<file path="config.mk">
export PLATFORM = sky130hd
export DESIGN_NAME = sound_sequencer
export DESIGN_NICKNAME = d
export VERILOG_FILES = /design/src/rtl/sound_pkg.sv /design/src/rtl/tone_gen.sv /design/src/rtl/sound_sequencer.sv
export SDC_FILE = /design/constraint.sdc
export NUM_CORES = 1
export LEC_CHECK = 0
export CORE_UTILIZATION = 50
export DETAILED_ROUTE_END_ITERATION = 8
export PLACE_DENSITY = 0.66
export REMOVE_ABC_BUFFERS = 1
export SYNTH_ARGS = -nofsm -noshare
export SYNTH_HDL_FRONTEND = slang
export SYNTH_SLANG_ARGS = --single-unit
</file>
<file path="constraint.sdc">
create_clock -name clk -period 8.7 [get_ports clk]
set_input_delay 1.74 -clock clk [delete_from_list [all_inputs] [get_ports clk]]
set_output_delay 1.74 -clock clk [all_outputs]
set_load 0.01 [all_outputs]
</file>
<file path="src/rtl/sound_pkg.sv">
// Shared encodings and default timing constants for the game sound sequencer.
package sound_pkg;

  typedef enum logic [1:0] {
    ST_IDLE = 2'b00,
    ST_PLAY = 2'b01,
    ST_GAP  = 2'b10
  } state_e;

  typedef enum logic [1:0] {
    SRC_NONE = 2'b00,
    SRC_WALL = 2'b01,
    SRC_HIT  = 2'b10,
    SRC_GOAL = 2'b11
  } src_e;

  // 50 MHz clock: 1 ms ticks, 880/440/220 Hz tones
  localparam int DEF_TICK_DIV  = 50000;
  localparam int DEF_GOAL_HALF = 28409;
  localparam int DEF_HIT_HALF  = 56818;
  localparam int DEF_WALL_HALF = 113636;
  localparam int DEF_GOAL_LEN  = 400;
  localparam int DEF_HIT_LEN   = 60;
  localparam int DEF_WALL_LEN  = 30;
  localparam int DEF_GAP_LEN   = 20;

  function automatic int max2(input int a, input int b);
    return (a > b) ? a : b;
  endfunction

endpackage

</file>
<file path="src/rtl/tone_gen.sv">
// Square-wave generator: phase starts high on start, toggles every `half` cycles while enabled.
module tone_gen
  import sound_pkg::*;
#(
  parameter int HW = 17
) (
  input  logic          clk,
  input  logic          rst,
  input  logic          en,
  input  logic          start,
  input  logic [HW-1:0] half,
  output logic          wave
);

  logic [HW-1:0] cnt_q, cnt_d;
  logic          phase_q, phase_d;

  always_comb begin
    cnt_d   = cnt_q;
    phase_d = phase_q;
    if (start) begin
      cnt_d   = '0;
      phase_d = 1'b1;
    end else if (en) begin
      if (cnt_q >= half - 1'b1) begin
        cnt_d   = '0;
        phase_d = ~phase_q;
      end else begin
        cnt_d = cnt_q + 1'b1;
      end
    end else begin
      cnt_d   = '0;
      phase_d = 1'b0;
    end
  end

  always_ff @(posedge clk or posedge rst) begin
    if (rst) begin
      cnt_q   <= '0;
      phase_q <= 1'b0;
    end else begin
      cnt_q   <= cnt_d;
      phase_q <= phase_d;
    end
  end

  assign wave = phase_q;

endmodule

</file>
<file path="src/rtl/sound_sequencer.sv">
// Latches hit/wall/goal pulses, arbitrates goal > hit > wall, and plays one tone burst
// at a time followed by a silent gap; goal preempts a running hit/wall burst.
module sound_sequencer
  import sound_pkg::*;
#(
  parameter int TICK_DIV  = DEF_TICK_DIV,
  parameter int GOAL_HALF = DEF_GOAL_HALF,
  parameter int HIT_HALF  = DEF_HIT_HALF,
  parameter int WALL_HALF = DEF_WALL_HALF,
  parameter int GOAL_LEN  = DEF_GOAL_LEN,
  parameter int HIT_LEN   = DEF_HIT_LEN,
  parameter int WALL_LEN  = DEF_WALL_LEN,
  parameter int GAP_LEN   = DEF_GAP_LEN
) (
  input  logic       clk,
  input  logic       rst,
  input  logic       hit,
  input  logic       wall,
  input  logic       goal,
  input  logic       mute,
  output logic       sound,
  output logic       busy,
  output logic [1:0] active_src
);

  localparam int TW = $clog2(TICK_DIV + 1);
  localparam int DW = $clog2(max2(max2(GOAL_LEN, HIT_LEN), max2(WALL_LEN, GAP_LEN)) + 1);
  localparam int HW = $clog2(max2(max2(GOAL_HALF, HIT_HALF), WALL_HALF) + 1);

  localparam logic [TW-1:0] TICK_LAST = TW'(TICK_DIV - 1);
  localparam logic [DW-1:0] GOAL_LAST = DW'(GOAL_LEN - 1);
  localparam logic [DW-1:0] HIT_LAST  = DW'(HIT_LEN - 1);
  localparam logic [DW-1:0] WALL_LAST = DW'(WALL_LEN - 1);
  localparam logic [DW-1:0] GAP_LAST  = DW'(GAP_LEN - 1);
  localparam logic [HW-1:0] GOAL_HV   = HW'(GOAL_HALF);
  localparam logic [HW-1:0] HIT_HV    = HW'(HIT_HALF);
  localparam logic [HW-1:0] WALL_HV   = HW'(WALL_HALF);

  state_e        state_q, state_d;
  src_e          src_q, src_d;
  logic          pend_g_q, pend_g_d;
  logic          pend_h_q, pend_h_d;
  logic          pend_w_q, pend_w_d;
  logic          busy_q, busy_d;
  logic [TW-1:0] tick_q, tick_d;
  logic [DW-1:0] dur_q, dur_d;

  logic          tick_wrap;
  logic [DW-1:0] len_last;
  logic          tone_start;
  logic          tone_en;
  logic [HW-1:0] half_sel;
  logic          tone_wave;

  always_comb begin
    tick_wrap = (tick_q >= TICK_LAST);
    case (src_q)
      SRC_GOAL: len_last = GOAL_LAST;
      SRC_HIT:  len_last = HIT_LAST;
      default:  len_last = WALL_LAST;
    endcase

    state_d    = state_q;
    src_d      = src_q;
    pend_g_d   = pend_g_q | goal;
    pend_h_d   = pend_h_q | hit;
    pend_w_d   = pend_w_q | wall;
    tick_d     = tick_q;
    dur_d      = dur_q;
    tone_start = 1'b0;

    case (state_q)
      ST_IDLE: begin
        tick_d = '0;
        dur_d  = '0;
        // The granted flag clears, but a pulse in this same cycle re-arms it.
        if (pend_g_q) begin
          state_d    = ST_PLAY;
          src_d      = SRC_GOAL;
          pend_g_d   = goal;
          tone_start = 1'b1;
        end else if (pend_h_q) begin
          state_d    = ST_PLAY;
          src_d      = SRC_HIT;
          pend_h_d   = hit;
          tone_start = 1'b1;
        end else if (pend_w_q) begin
          state_d    = ST_PLAY;
          src_d      = SRC_WALL;
          pend_w_d   = wall;
          tone_start = 1'b1;
        end
      end
      ST_PLAY: begin
        // Goal aborts hit/wall with no gap; the aborted and lower requests are dropped.
        if (goal && (src_q != SRC_GOAL)) begin
          src_d      = SRC_GOAL;
          tick_d     = '0;
          dur_d      = '0;
          pend_g_d   = 1'b0;
          pend_h_d   = 1'b0;
          pend_w_d   = 1'b0;
          tone_start = 1'b1;
        end else if (tick_wrap) begin
          tick_d = '0;
          if (dur_q >= len_last) begin
            state_d = ST_GAP;
            src_d   = SRC_NONE;
            dur_d   = '0;
          end else begin
            dur_d = dur_q + 1'b1;
          end
        end else begin
          tick_d = tick_q + 1'b1;
        end
      end
      ST_GAP: begin
        if (tick_wrap) begin
          tick_d = '0;
          if (dur_q >= GAP_LAST) begin
            state_d = ST_IDLE;
            dur_d   = '0;
          end else begin
            dur_d = dur_q + 1'b1;
          end
        end else begin
          tick_d = tick_q + 1'b1;
        end
      end
      default: begin
        state_d = ST_IDLE;
        src_d   = SRC_NONE;
        tick_d  = '0;
        dur_d   = '0;
      end
    endcase

    busy_d  = (state_d != ST_IDLE);
    tone_en = (state_d == ST_PLAY);
    case (src_d)
      SRC_GOAL: half_sel = GOAL_HV;
      SRC_HIT:  half_sel = HIT_HV;
      default:  half_sel = WALL_HV;
    endcase
  end

  always_ff @(posedge clk or posedge rst) begin
    if (rst) begin
      state_q  <= ST_IDLE;
      src_q    <= SRC_NONE;
      pend_g_q <= 1'b0;
      pend_h_q <= 1'b0;
      pend_w_q <= 1'b0;
      busy_q   <= 1'b0;
      tick_q   <= '0;
      dur_q    <= '0;
    end else begin
      state_q  <= state_d;
      src_q    <= src_d;
      pend_g_q <= pend_g_d;
      pend_h_q <= pend_h_d;
      pend_w_q <= pend_w_d;
      busy_q   <= busy_d;
      tick_q   <= tick_d;
      dur_q    <= dur_d;
    end
  end

  tone_gen #(
    .HW(HW)
  ) u_tone (
    .clk   (clk),
    .rst   (rst),
    .en    (tone_en),
    .start (tone_start),
    .half  (half_sel),
    .wave  (tone_wave)
  );

  assign sound      = tone_wave & ~mute;
  assign busy       = busy_q;
  assign active_src = src_q;

endmodule

</file>
Word-level counts from Yosys, hierarchy flattened
Cells that the tools add are included.

Muxes and demuxes: 50. Order comparisons: 4. Eq/ne operators: 11. Bitwise gates (word level): 6. Add/sub/neg operators: 4. Reduce and logical (&&, ||, !) cells: 4.

Operators with widths (number): $mux W17 (3); $mux W9 (5); $pmux W9 S2 (2); $pmux W17 S2 (1); $mux W16 (2); $pmux W16 S2 (1); $mux W2 (14); $add A17 B1 Y17 const B (1); $ge A17 B17 Y1 (1); $sub A17 B1 Y17 const B (1); $add A16 B1 Y16 const B (1); $ge A16 B16 Y1 const B (1); $mux W1 (16); $pmux W2 S3 (2); $eq A2 B2 Y1 const B (5); $add A9 B1 Y9 const B (1); $ge A9 B5 Y1 const B (1); $ge A9 B9 Y1 (1); $pmux W1 S2 (4); $eq A2 B1 Y1 const B (2); $ne A2 B2 Y1 const B (2); $ne A3 B2 Y1 const B (1); $ne A3 B3 Y1 const B (1); $or A1 B1 Y1 (3); 6 further kinds (7).

Input bits: 6. Output and inout port bits: 4. Register bits: 51. Word-level logic and storage cells: 89.

Longest topological paths before layout
Depth after elaboration: 14. Gate-level depth with buffers: 20. Mapped depth without buffers: 19.

Cells and area by module
A second synthesis with hierarchy kept.

Cell total of the unflattened synthesis: 392. Area total of the unflattened synthesis: 3524.6 um^2.

By module, submodules not included: sound_sequencer (area each 2040.7 um^2, seq. area each 825.8 um^2, instances 1, cells each 223); tone_gen (area each 1483.9 um^2, seq. area each 450.4 um^2, instances 1, cells each 169).

Worst setup path before layout
No wires, ideal clock.

Path kind: input-to-reg. Start point: input port goal. End point: register u_tone.cnt_q[14]. Cell stages on the path: 15. Path buffers: 1. Setup slack: 4.115 ns. Arrival time: 4.517 ns. Library setup time: 0.068 ns. Data required time: 8.632 ns. Path through: a21boi_1 o31ai_2 nor2_1 a221oi_2 nand2b_1 ha_1 ha_1 nor2b_1 o311ai_0 nand2_1 a31oi_1 o221a_2 nand2_4 buf_12 nor2_4.

Word-level cells in the longest chain between the ends: 10. Elaborated cells on any way between the ends: 16. Classes of those cells: add/sub (1); order compare (1); eq/ne (3); mux (10); reduce/logical (1).

Ends and longest elaborated chain: start: declaration (RTL line sound_sequencer.sv:19) `input logic goal,`; $logic_and A1 B1 Y1 (*) (RTL line sound_sequencer.sv:96) `if (goal && (src_q != SRC_GOAL)) begin`; $mux W2 (RTL line sound_sequencer.sv:96); $pmux W2 S3 (RTL line sound_sequencer.sv:72) `case (state_q)`; $eq A2 B2 Y1 (RTL line sound_sequencer.sv:140) `case (src_d)`; $pmux W17 S2 (RTL line sound_sequencer.sv:140); $sub A17 B1 Y17 (RTL line tone_gen.sv:25) `if (cnt_q >= half - 1'b1) begin`; $ge A17 B17 Y1 (RTL line tone_gen.sv:25); $mux W17 (RTL line tone_gen.sv:25); $mux W17 (RTL line tone_gen.sv:24) `end else if (en) begin`; $mux W17 (*) (RTL line tone_gen.sv:21) `if (start) begin`; named net u_tone.cnt_d[14] (RTL line tone_gen.sv:15) `logic [HW-1:0] cnt_q, cnt_d;`; end signal: assignment (RTL line tone_gen.sv:42) `cnt_q <= cnt_d;`; end: declaration (RTL line tone_gen.sv:15).

Mark *: on every way through the listed nets, which the timed path passes. The rest lies on a longest branch. A chain may end at the register's enable or synchronous reset.

Final worst setup path
Start point: input port goal. End point: register u_tone.phase_q (netlist: u_tone.wave).

Word-level cells in the longest chain between the ends: 8. Elaborated cells on any way between the ends: 16. Classes of those cells: add/sub (1); order compare (1); eq/ne (4); mux (9); reduce/logical (1).

Ends and longest elaborated chain: $logic_and A1 B1 Y1 (*) (RTL line sound_sequencer.sv:96); $mux W2 (*) (RTL line sound_sequencer.sv:96); $pmux W2 S3 (*) (RTL line sound_sequencer.sv:72); named net src_d[1] (RTL line sound_sequencer.sv:40) `src_e src_q, src_d;`; $eq A2 B2 Y1 (RTL line sound_sequencer.sv:140); $pmux W17 S2 (*) (RTL line sound_sequencer.sv:140); $sub A17 B1 Y17 (*) (RTL line tone_gen.sv:25); $ge A17 B17 Y1 (*) (RTL line tone_gen.sv:25); $ne A3 B2 Y1 (no line) (*); end signal: assignment (RTL line tone_gen.sv:43) `phase_q <= phase_d;`; end: declaration (RTL line tone_gen.sv:16) `logic phase_q, phase_d;`.

Marks and branches as above.

==> run_results.csv <==
group,metric,value,unit
status,outcome,"completed",
drt,detail_route.drc_violations,0,
synth,synth-seq-cells,51,
cts,cts_max_level,2,
pwr,power.leakage,1.52,nW
drt,met3_length,144,µm
synth,yosys.cell_types.count,53,
worst_hold_path,type_of_the_most_critical_hold_path,"register to register",
synth,syn-mean-instance-area,9.73,µm²
cts,cts_resized,0,
placed_design,io_buffer_count,9,
finish,most_common_library_cell_in_the_layout_ignoring_fill_and_taps,"dfrtp_1",
global_route,global_route.overflow_total,0,
drt,route.antenna.remaining_nets,0,
die,pin_count,10,
placed_design,finalWeightedCongestion,0.865,
sta,timing_hold_violations_final,0,
drt,vias,2353,
critical_path,critical_path.reg2reg.endpoint,"u_tone.wave",
sta,fin_crit,5.37,ns
die,initial_utilization,53.0,%
synth,synth-warning-count,0,
synth,synth_simple_gate_area_share,24.8,%
critical_path,worstPathMaxFanout,17,
cts,cts_num_sinks,51,
job,number_of_maximum_capacitance_violations,0,
critical_path,timing.reg2reg.worst_path_depth,19,
cts,tritoncts,"built",
synth,synth_compound_area_share,14.1,%
sta,finalSetupViolations,0,
synth,synthFlopType,"dfrtp_1",
die,dieArea,0.00671,mm²
sta,timing.fmax,186,MHz
critical_path,timing.critical_path.required,8.88,ns
drt,count_of_routing_violations_after_the_opening_detailed_route_iteration,167,
cts,clk-insertion-delay-late,0.30,ns
critical_path,critPathKind,"primary input to register",
pwr,power.total,0.833,mW
critical_path,cp-start-kind,"primary input",
sta,final_slew_violations,0,
die,placement_rows,28,
finish,fillerInstances,530,
drt,detail_route.wirelength.met1,3050,µm
finish,diodes,0,
sta,rsz0062_at_grt,"no",
drt,finalWirelength,6050,µm
worst_hold_path,worstHoldPathCells,1,
die,die_h,81.9,µm
synth,synthCells,328,
global_route,grt_pass1_wl,10500,µm
synth,yosysSeqAreaShare,40.0,%
cts,cts_buffers,5,
drt,routedWlPerCell,14.5,µm
finish,multiInputGateArea,0.00183,mm²
critical_path,timing.critical_path.to_type,"register",
sta,sum_neg_setup_slack,0,ns
finish,seq_area,0.00128,mm²
finish,post-route-util,57.1,%
sta,tightest_slew,1.06,ns
drt,first_pass_iters,4,
cts,cts-root-to-sink-buffers,2,
drt,topRoutingLayerUsed,"met4",
global_route,antenna_found_initial,0,
drt,dr_wl_met2,2760,µm
cts,ctsHoldBuffers,0,
global_route,global_route.usage.total,20.3,%
synth,mux_contribution_to_synthesized_area,0,%
cts,cts_root_buffer,"clkbuf_8",
sta,fin_crit_sh,61.7,%
finish,layout_common_cells,"dfrtp_1, nor2_1, ha_1",
worst_hold_path,worstHoldStart,"tick_q[0]",
finish,area.growth.synth_to_final,7.80,%
global_route,via_count_of_the_first_global_routing_pass,2261,
pwr,peakVddDrop,0.139,mV
cts,path_clk_slew,0.09,ns
critical_path,reg2reg_from,"active_src[0]",
global_route,grt_max_degree,52,
synth,post_synth_xor_area_fraction,7.68,%
synth,ys_async_sr_fraction,100,%
pwr,p_per_area,242,mW/mm²
sta,fin_skew,0.00677,ns
cts,post-cts-setup-buffer-count,0,
critical_path,cp.arrival,5.55,ns
critical_path,register_to_register_setup_slack,3.89,ns
synth,post_synth_fa_ha_maj_area_fraction,10.6,%
synth,synth-edff-count,0,
drt,post_drt_via_cell_ratio,5.66,
placed_design,hpwl_detailed,4280,µm
worst_hold_path,worstHoldEndpoint,"tick_q[0]",
sta,hold-worst-slack,0.466,ns
die,placeableCoreArea,0.00603,mm²
sta,max-slew-margin-rel,29.7,%
synth,synth_area,0.00319,mm²
finish,post_route_cells_drive_above_1_share,8.80,%
synth,combinational_family_with_the_most_area_after_synthesis,"simple AND/OR/NAND/NOR gates",
finish,layout.nets,373,
die,fp.dieW,81.9,µm
area by class of cell:
type	count	area share, %
sequential	51	37.1
multi-input combinational	260	53.1
clock buffer	7	2.80
inverter	13	1.42
tap	75	2.73
timing repair buffer	9	2.62
clock inverter	1	0.218
cell families (layout without fill, tap and decap cells):
group           after synthesis  count (layout)
buf+inv                      17              30
compound gates               61              61
flops                        51              51
fa+ha+maj                    27              27
other cells                   1               1
xor+xnor                     28              28
simple gates                143             143
power by group:
| group | internal (mW) | leakage (nW) | switching [mW] |
|---|---|---|---|
| logic | 0.146 | 0.785 | 0.234 |
| clock network | 0.0725 | 0.0505 | 0.0783 |
| registers | 0.266 | 0.683 | 0.0368 |
| total | 0.484 | 1.52 | 0.349 |
metrics by stage:
stage | std cells | setup slack, ns | instance area, µm²
after floorplan | 324 | 4.03 | 3150
after global placement | 408 | 3.31 | 3340
after detailed placement | 408 | 3.13 | 3340
after CTS | 416 | 3.35 | 3440
after global routing | 416 | 3.03 | 3440
final | 416 | 3.33 | 3440
flip-flops by register name (all words and copies together) (netlist names):
name / flops
pend_h_q: 1
u_tone.cnt_q: 17
dur_q: 9
busy: 1
tick_q: 16
active_src: 2
pend_w_q: 1
u_tone.wave: 1
state_q: 2
pend_g_q: 1
worst max path at each step:
| stage | startpoint | end | slack, ns | cells after the start |
|---|---|---|---|---|
| after global placement | goal | u_tone.wave | 3.31 | 15 |
| after detailed placement | goal | u_tone.wave | 3.13 | 15 |
| after floorplan | goal | u_tone.wave | 4.03 | 14 |
| after global routing | goal | u_tone.wave | 3.03 | 15 |
| final | goal | u_tone.wave | 3.33 | 15 |
| after CTS | goal | u_tone.wave | 3.35 | 15 |
routing by layer:
| layer | vias up | track usage [%] |
|---|---|---|
| li1 | 1182 | - |
| met1 | 1131 | 27.5 |
| met2 | 33 | 32.6 |
| met3 | 7 | 3.00 |
| met4 | 0 | 7.72 |
| met5 | - | 0 |
critical path, stage by stage:
cell,delay (ns)
clkdlybuf4s50_1,0.53
a21boi_1,0.34
o31ai_2,0.17
o21bai_1,0.19
a31oi_1,0.37
nand2b_1,0.15
ha_1,0.30
ha_1,0.28
nor2b_1,0.14
o311ai_0,0.33
nand2_1,0.10
a31oi_1,0.22
o221a_2,0.27
nand2_4,0.21
a2bb2oi_1,0.21
cells in the mapped netlist (2+ instances only):
master | count | area share, %
a2111oi_0 | 2 | 0.55
a21oi_1 | 10 | 1.6
and4_1 | 3 | 0.82
ha_1 | 27 | 11
a21o_1 | 4 | 0.94
nand2b_1 | 8 | 1.6
nor2b_1 | 8 | 1.6
a211oi_1 | 3 | 0.71
o21ai_1 | 4 | 0.63
o21ai_0 | 16 | 2.5
dfrtp_1 | 51 | 40
and3_1 | 10 | 2.0
xnor2_1 | 13 | 3.6
nor4_1 | 3 | 0.59
inv_1 | 13 | 1.5
nand3_1 | 17 | 2.7
xor2_1 | 15 | 4.1
nand2_1 | 19 | 2.2
nor3_1 | 5 | 0.78
o31ai_1 | 2 | 0.47
a31oi_1 | 4 | 0.78
nor2_4 | 9 | 3.2
nand4_1 | 7 | 1.4
clkbuf_1 | 2 | 0.24
nand4b_1 | 2 | 0.55
nor2_1 | 44 | 5.2
(Power assumes the default switching activity.)
